[src/rtl/i2c_req_arbiter.sv]
// i2c_req_arbiter: round-robin arbiter sequencing NREQ requesters onto one i2c_master.
// Ports:
//   clk_i, rst_i          clock, synchronous active-low reset
//   req_i/req_op_i        per-requester level request and op (1 = read)
//   req_addr_i/req_din_i  per-requester 7-bit address / 8-bit write byte, packed by index
//   gnt_o                 one-hot grant, held from grant through the response cycle
//   rsp_valid_o           one-cycle pulse on the granted bit with rsp_data_o / rsp_err_o
//   m_*_o / m_*_i         command and status handshake with the shared i2c_master
//   timeout_err_o         one-cycle watchdog pulse, coincident with rsp_valid_o
// Option: define I2C_ARB_TIMEOUT_EN to enable the WAIT watchdog (limit TIMEOUT cycles).
module i2c_req_arbiter #(
  parameter int NREQ    = 4,
  parameter int TIMEOUT = 4096
) (
  input  logic              clk_i,
  input  logic              rst_i,
  input  logic [NREQ-1:0]   req_i,
  input  logic [NREQ-1:0]   req_op_i,
  input  logic [7*NREQ-1:0] req_addr_i,
  input  logic [8*NREQ-1:0] req_din_i,
  output logic [NREQ-1:0]   gnt_o,
  output logic [NREQ-1:0]   rsp_valid_o,
  output logic [7:0]        rsp_data_o,
  output logic              rsp_err_o,
  output logic              m_newd_o,
  output logic              m_op_o,
  output logic [6:0]        m_addr_o,
  output logic [7:0]        m_din_o,
  input  logic [7:0]        m_dout_i,
  input  logic              m_ack_err_i,
  input  logic              m_done_i,
  input  logic              m_busy_i,
  output logic              timeout_err_o
);
  localparam int IW = (NREQ > 1) ? $clog2(NREQ) : 1;
  typedef enum logic [1:0] {IDLE, ISSUE, WAIT, RESP} state_t;
  state_t          state_q;
  logic [IW-1:0]   ptr_q, g_q, pick_d;
  logic [NREQ-1:0] gnt_q, rsp_valid_q;
  logic [7:0]      rsp_data_q, m_din_q;
  logic [6:0]      m_addr_q;
  logic            rsp_err_q, m_newd_q, m_op_q;
`ifdef I2C_ARB_TIMEOUT_EN
  localparam int CW = $clog2(TIMEOUT + 1);
  logic [CW-1:0] wd_q;
  logic          timeout_q;
  assign timeout_err_o = timeout_q;
`else
  // watchdog compiled out: the pulse is constant low
  assign timeout_err_o = 1'b0 & (TIMEOUT > 0);
`endif
  // first pending requester at or above ptr, wrapping; iterating downward lets the
  // lowest rotated offset win
  always_comb begin
    pick_d = ptr_q;
    for (int k = NREQ - 1; k >= 0; k--)
      if (req_i[(int'(ptr_q) + k) % NREQ]) pick_d = IW'((int'(ptr_q) + k) % NREQ);
  end
  always_ff @(posedge clk_i) begin
    if (!rst_i) begin
      state_q     <= IDLE;
      ptr_q       <= '0;
      g_q         <= '0;
      gnt_q       <= '0;
      rsp_valid_q <= '0;
      rsp_data_q  <= '0;
      rsp_err_q   <= 1'b0;
      m_newd_q    <= 1'b0;
      m_op_q      <= 1'b0;
      m_addr_q    <= '0;
      m_din_q     <= '0;
`ifdef I2C_ARB_TIMEOUT_EN
      wd_q        <= '0;
      timeout_q   <= 1'b0;
`endif
    end else begin
      m_newd_q    <= 1'b0;
      rsp_valid_q <= '0;
`ifdef I2C_ARB_TIMEOUT_EN
      timeout_q   <= 1'b0;
`endif
      case (state_q)
        IDLE: if (|req_i && !m_busy_i) begin
          g_q      <= pick_d;
          gnt_q    <= NREQ'(1) << pick_d;
          m_op_q   <= req_op_i[pick_d];
          m_addr_q <= req_addr_i[7*pick_d +: 7];
          m_din_q  <= req_din_i[8*pick_d +: 8];
          m_newd_q <= 1'b1;
          state_q  <= ISSUE;
        end
        // m_done is not looked at here, so a stale done from the master is ignored
        ISSUE: begin
          state_q <= WAIT;
`ifdef I2C_ARB_TIMEOUT_EN
          wd_q    <= '0;
`endif
        end
        WAIT: if (m_done_i) begin
          rsp_data_q  <= m_dout_i;
          rsp_err_q   <= m_ack_err_i;
          rsp_valid_q <= gnt_q;
          state_q     <= RESP;
        end
`ifdef I2C_ARB_TIMEOUT_EN
        else if (wd_q == CW'(TIMEOUT - 1)) begin
          rsp_data_q  <= '0;
          rsp_err_q   <= 1'b1;
          rsp_valid_q <= gnt_q;
          timeout_q   <= 1'b1;
          state_q     <= RESP;
        end else wd_q <= wd_q + 1'b1;
`endif
        default: begin
          gnt_q   <= '0;
          ptr_q   <= (int'(g_q) == NREQ - 1) ? '0 : g_q + 1'b1;
          state_q <= IDLE;
        end
      endcase
    end
  end
  assign gnt_o       = gnt_q;
  assign rsp_valid_o = rsp_valid_q;
  assign rsp_data_o  = rsp_data_q;
  assign rsp_err_o   = rsp_err_q;
  assign m_newd_o    = m_newd_q;
  assign m_op_o      = m_op_q;
  assign m_addr_o    = m_addr_q;
  assign m_din_o     = m_din_q;
endmodule

[config.mk]
export PLATFORM = sky130hd
export DESIGN_NAME = i2c_req_arbiter
export DESIGN_NICKNAME = d
export VERILOG_FILES = /design/src/rtl/i2c_req_arbiter.sv
export SDC_FILE = /design/constraint.sdc
export NUM_CORES = 1
export LEC_CHECK = 0
export CAP_MARGIN = 20
export CORE_ASPECT_RATIO = 2
export CORE_MARGIN = 1
export CORE_UTILIZATION = 23
export DETAILED_ROUTE_END_ITERATION = 6
export GPL_TIMING_DRIVEN = 0
export SKIP_LAST_GASP = 1
export SYNTH_ARGS = -nofsm -noshare
export SYNTH_HDL_FRONTEND = slang
export SYNTH_SLANG_ARGS = --single-unit
[constraint.sdc]
create_clock -name clk_i -period 3.57 [get_ports clk_i]
set_clock_uncertainty 0.15 [all_clocks]
set_input_delay 0.357 -clock clk_i [delete_from_list [all_inputs] [get_ports clk_i]]
set_output_delay 0.357 -clock clk_i [all_outputs]
set_load 0.01 [all_outputs]
### Word-level counts from Yosys, hierarchy flattened

Cells that the tools add are included.

* equality and inequality tests: 5
* magnitude comparators: 5
* $mul: 1
* mux-type cells: 24
* bitwise gates (word level): 4
* $add $sub $neg: 4
* shift operators: 3
* reductions and logical operators: 15

Operator list (number)
* $shiftx A32 B6 Y8: 1
* $shiftx A28 B6 Y7: 1
* $mux W2: 7
* $lt A3 B4 Y1 const B: 3
* $bmux W1 S2: 5
* $reduce_and A2 Y1: 5
* $mux W1: 9
* $pmux W4 S2: 1
* $reduce_or A2 Y1: 4
* $lt A2 B3 Y1 const B: 2
* $pmux W2 S3: 1
* $mul A3 B2 Y5 const A: 1
* $add A2 B1 Y2 const B: 2
* $add A2 B2 Y2 const B: 2
* $eq A2 B1 Y1 const B: 2
* $mux W4: 1
* $ne A2 B2 Y1 const B: 2
* $reduce_or A4 Y1: 1
* $shl A1 B2 Y4 const A: 1
* $and A1 B1 Y1 const A: 3
* $reduce_and A3 Y1: 1
* $reduce_or A3 Y1: 1
* $eq A2 B2 Y1 const B: 1
* $logic_not A2 Y1: 1
* other kinds (3): 3

* bits in registers: 40
* bits of input ports: 81
* logic and storage cells: 72

### Longest topological paths before layout

* depth after elaboration: 13
* gate-level depth with buffers: 8
* gate-level depth less buffers: 6

### Worst setup path after synthesis

Ideal clock, no wire load.

* path type: register to register
* start point: reg ptr_q[0]
* end point: reg m_addr_q[6], in the netlist m_addr_o[6]
* cell stages (with the launch flop): 9
* path slack: 1.759 ns
* path buffers: 3
* arrival time: 1.538 ns
* period minus slack after synthesis: 1.811 ns
* path through: dfxtp_1 -> nor3b_1 -> or3_1 -> buf_2 -> nand3_2 -> buf_6 -> buf_6 -> mux2i_1 -> o211ai_2

* word-level cells in the longest chain between the ends: 10
* elaborated cells on any way between the ends: 20
* those cells by class: 3 x add/sub; 1 x mul; 1 x shift; 15 x mux

Ends and longest elaborated chain
* from (decl): RTL line 38 `logic [IW-1:0] ptr_q, g_q, pick_d;`
* from (signal assigned): RTL line 116 `ptr_q <= (int'(g_q) == NREQ - 1) ? '0 : g_q + 1'b1;`
* $add A2 B2 Y2: RTL line 57 `if (req_i[(int'(ptr_q) + k) % NREQ]) pick_d = IW'((int'(ptr_q) + k) % NREQ);`
* $bmux W1 S2: RTL line 57
* $mux W1 (implied by the code) (2 in a row): RTL line 57
* $mux W2 (3 in a row): RTL line 57
* $mux W2 (*): RTL line 57
* $mul A3 B2 Y5 (*): RTL line 87 `m_addr_q <= req_addr_i[7*pick_d +: 7];`
* $shiftx A28 B6 Y7 (*): RTL line 87
* to (signal assigned): RTL line 87
* to (decl): RTL line 41 `logic [6:0] m_addr_q;`

Mark *: on every way between the ends. The rest lies on a longest branch, timed or not. The select of a mux whose other input is x is not followed.
A chain may end at the register's enable or synchronous reset.

### Worst setup path in the final report

* start point: in req_i[3]
* end point: reg m_din_q[2], in the netlist m_din_o[2]

* word-level cells in the longest chain between the ends: 8
* elaborated cells on any way between the ends: 19
* those cells by class: 1 x shift; 15 x mux; 3 x reduce/logical

Ends and longest elaborated chain
* from (decl): RTL line 17 `input logic [NREQ-1:0] req_i,`
* $bmux W1 S2: RTL line 57
* $mux W1 (implied by the code) (2 in a row): RTL line 57
* $mux W2 (4 in a row): RTL line 57
* $shiftx A32 B6 Y8: RTL line 88 `m_din_q <= req_din_i[8*pick_d +: 8];`
* to (signal assigned): RTL line 88
* to (decl): RTL line 40 `logic [7:0] rsp_data_q, m_din_q;`

Parallel ways exist; a longest one is shown, timed or not. The select of a mux whose other input is x is not followed.

==> reports/summary.txt <==
Cell Area, Synth: 0.002311 mm²
Share of cells above drive strength 1: 11.83%
Fmax: 0.4181 GHz
Synthesis warning total: 0
Final min period: 2.392 ns
Worst-skew pair later-pin latency: 0.29 ns
# clock sinks: 40
Arrival time at the worst endpoint: 2.46 ns
Worst-Margin Slew: 0.6318 ns
Net count after synthesis: 335
Initial antenna violation count: 0
Number of global-route vias before repair: 2446
Rows: 51
Post-synth EDFFs: 0
Cells after Synth: 250
Top Ports: 116
Routed vias: 2332
Area Overhead vs Synth: 64.00%
Leakage power: 1.430 nW
Max-Cap Viols: 0
CTS Hold Buffers Added: 0
Final setup violation count: 0
Crit end category: register
Nets: 456
Rel. slew slack: 57.49%
ANT nets after route: 0
Area share of the largest cell type after synthesis: 34.65%
First-pass GRT wire length: 11890 µm
Worst EP required: 3.64 ns
DR iter-0 viols: 77
Post-synth top area cell: dfxtp_1
Crit-path max FO: 10
DIE WIDTH: 72.88 µm
Final Wtd Congestion: 0.8015
Wirelength, routed: 7686 µm
First-pass DRT Iterations: 4
RSZ-0062 raised after global routing: false
Ys async rst share: 0%
Setup ws final: 1.178 ns
Tcrit/Tclk final: 67.00%
Clk buf depth: 2
Sequential-to-total area share from yosys stat: 34.65%
Clock-pin slew on the worst setup and hold paths: 0.06 ns
WL/cell: 15.25 µm
Inst Count DP: 496
CTS tree: yes
Cell variety after synth: 43
Die Area: 0.01048 mm²
Final Max Slew Viols: 0
Avg Inst Size Synth: 9.244 µm²
Post-place setup slack: 0.8215 ns
Global route total overflow: 0
Synth top area cells: dfxtp_1, mux2i_1, a211o_1
Largest net degree at the start of global routing: 15
PortBufs: 114
CTS root buf: clkbuf_16
Crit path kind: input port to register
Pwr/cell area: 457.1 mW/mm²
CTS resizes: 0
Ys flop type: dfxtp_1
Cts bufs inserted: 5
Die H: 143.8 µm
Worst Setup Start Kind: input port
Ant diodes: 0
Final count of hold timing violations: 0
CTS H-tree depth: 2
Fin cells: 504
Min Hold Slack: 0.3158 ns
Core Area: 0.009763 mm²
Post-synthesis register bit count: 40
Setup repair bufs after CTS: 0
Starting Density: 23.67%
Post-DP HPWL: 6169 µm
Residual DRC: 0
GR Util All Layers: 15.15%
Worst VDD drop: 0.2507 mV
Vias/cell: 4.627
Status: finished clean
Worst Hold Class: register to register
Setup tns final: 0 ns
[per-layer routing]
layer,GRT usage (%),vias up,part of all wire [%]
li1,-,1171,-
met1,13.82,1062,35
met2,30.79,89,56
met3,3.156,10,5.9
met4,6.192,0,2.6
met5,0,-,0
[final timing paths]
path / start / to / slack (ns) / cells after the start
hold reg to reg: rsp_data_o[7] / rsp_data_o[7] / 0.32 / 2
setup / recovery: req_i[3] / m_din_o[2] / 1.18 / 8
setup reg to reg: ptr_q[0] / m_din_o[5] / 1.53 / 6
hold / removal: rsp_data_o[7] / rsp_data_o[7] / 0.32 / 2
[worst max-delay path, cell delays in order]
cell and delay [ns]:
clkdlybuf4s50_1 0.55, nor4_1 0.60, nor3b_2 0.17, nor2b_1 0.14, clkbuf_2 0.19, buf_2 0.27
nand2_1 0.10, o211ai_2 0.07
[power breakdown]
| part | internal [mW] | switching [mW] | total (mW) |
|---|---|---|---|
| sequential | 0.523 | 0.0420 | 0.565 |
| clock | 0.332 | 0.197 | 0.529 |
| combinational | 0.337 | 0.302 | 0.638 |
[cells by family (layout without fill, tap and decap cells)]
| group | count (synthesis) | after routing | share of synthesized area [%] |
|---|---|---|---|
| and+or+nand+nor | 87 | 87 | 20.36 |
| other | 1 | 1 | 0.1623 |
| adders and majority gates | 4 | 4 | 2.166 |
| buffers and inverters | 25 | 147 | 6.171 |
| muxes | 20 | 20 | 8.663 |
| AOI/OAI and AO/OA | 73 | 73 | 27.83 |
| DFF | 40 | 40 | 34.65 |
[state kept, by name (all words and copies together), names as in the netlist]
signal / flops
m_addr_o: 7
m_op_o: 1
rsp_valid_o: 4
gnt_o: 4
rsp_data_o: 8
m_newd_o: 1
m_din_o: 8
ptr_q: 2
g_q: 2
state_q: 2
rsp_err_o: 1
[per-stage QoR]
stage	total power [mW]	util [%]	cell area (µm²)
2_1_floorplan	0.9190	-	2311
3_3_place_gp	1.213	37.05	3617
3_5_place_dp	1.222	37.05	3617
4_1_cts	1.761	38.82	3790
5_1_grt	1.836	38.82	3790
6_report	1.732	38.82	3790
[Yosys cell counts (all sizes together), types with 2 or more instances]
library cell,count
a32oi,4
a21oi,2
nand2,36
mux2i,20
and3,4
nor3b,2
and2b,2
nor2b,13
o21ai,3
nand4,16
a211o,16
nor3,2
inv,3
o211ai,16
nand2b,2
ha,4
dfxtp,40
nor2,5
a21boi,9
clkbuf,5
buf,17
o31ai,16
[final cells by class]
type / count / area, µm²
inverter: 3 / 11.26
fill: 1019 / 5973
buffer: 22 / 131.4
sequential: 40 / 800.8
tap: 132 / 165.2
clock inverter: 3 / 47.55
multi-input combinational: 185 / 1368
clock buffer: 5 / 125.1
timing repair buffer: 114 / 1141
[layout by cell type, fill, tap and decap left out, types with 2 or more instances in the layout]
cell type	instances
clkdlybuf4s50_1	114
nor2b_1	13
o211ai_1	6
buf_4	3
nand4_1	16
inv_1	3
mux2i_1	20
clkbuf_16	5
buf_2	11
clkbuf_1	4
o21ai_0	2
a211o_1	16
dfxtp_1	40
and3_1	4
o211ai_2	10
o31ai_1	16
nor2_1	5
clkinv_4	2
a21boi_0	9
nand2b_1	2
ha_1	4
buf_6	3
a32oi_1	4
nand2_1	35
a21oi_1	2
and2b_1	2
Power figures use the tool's default switching activity.
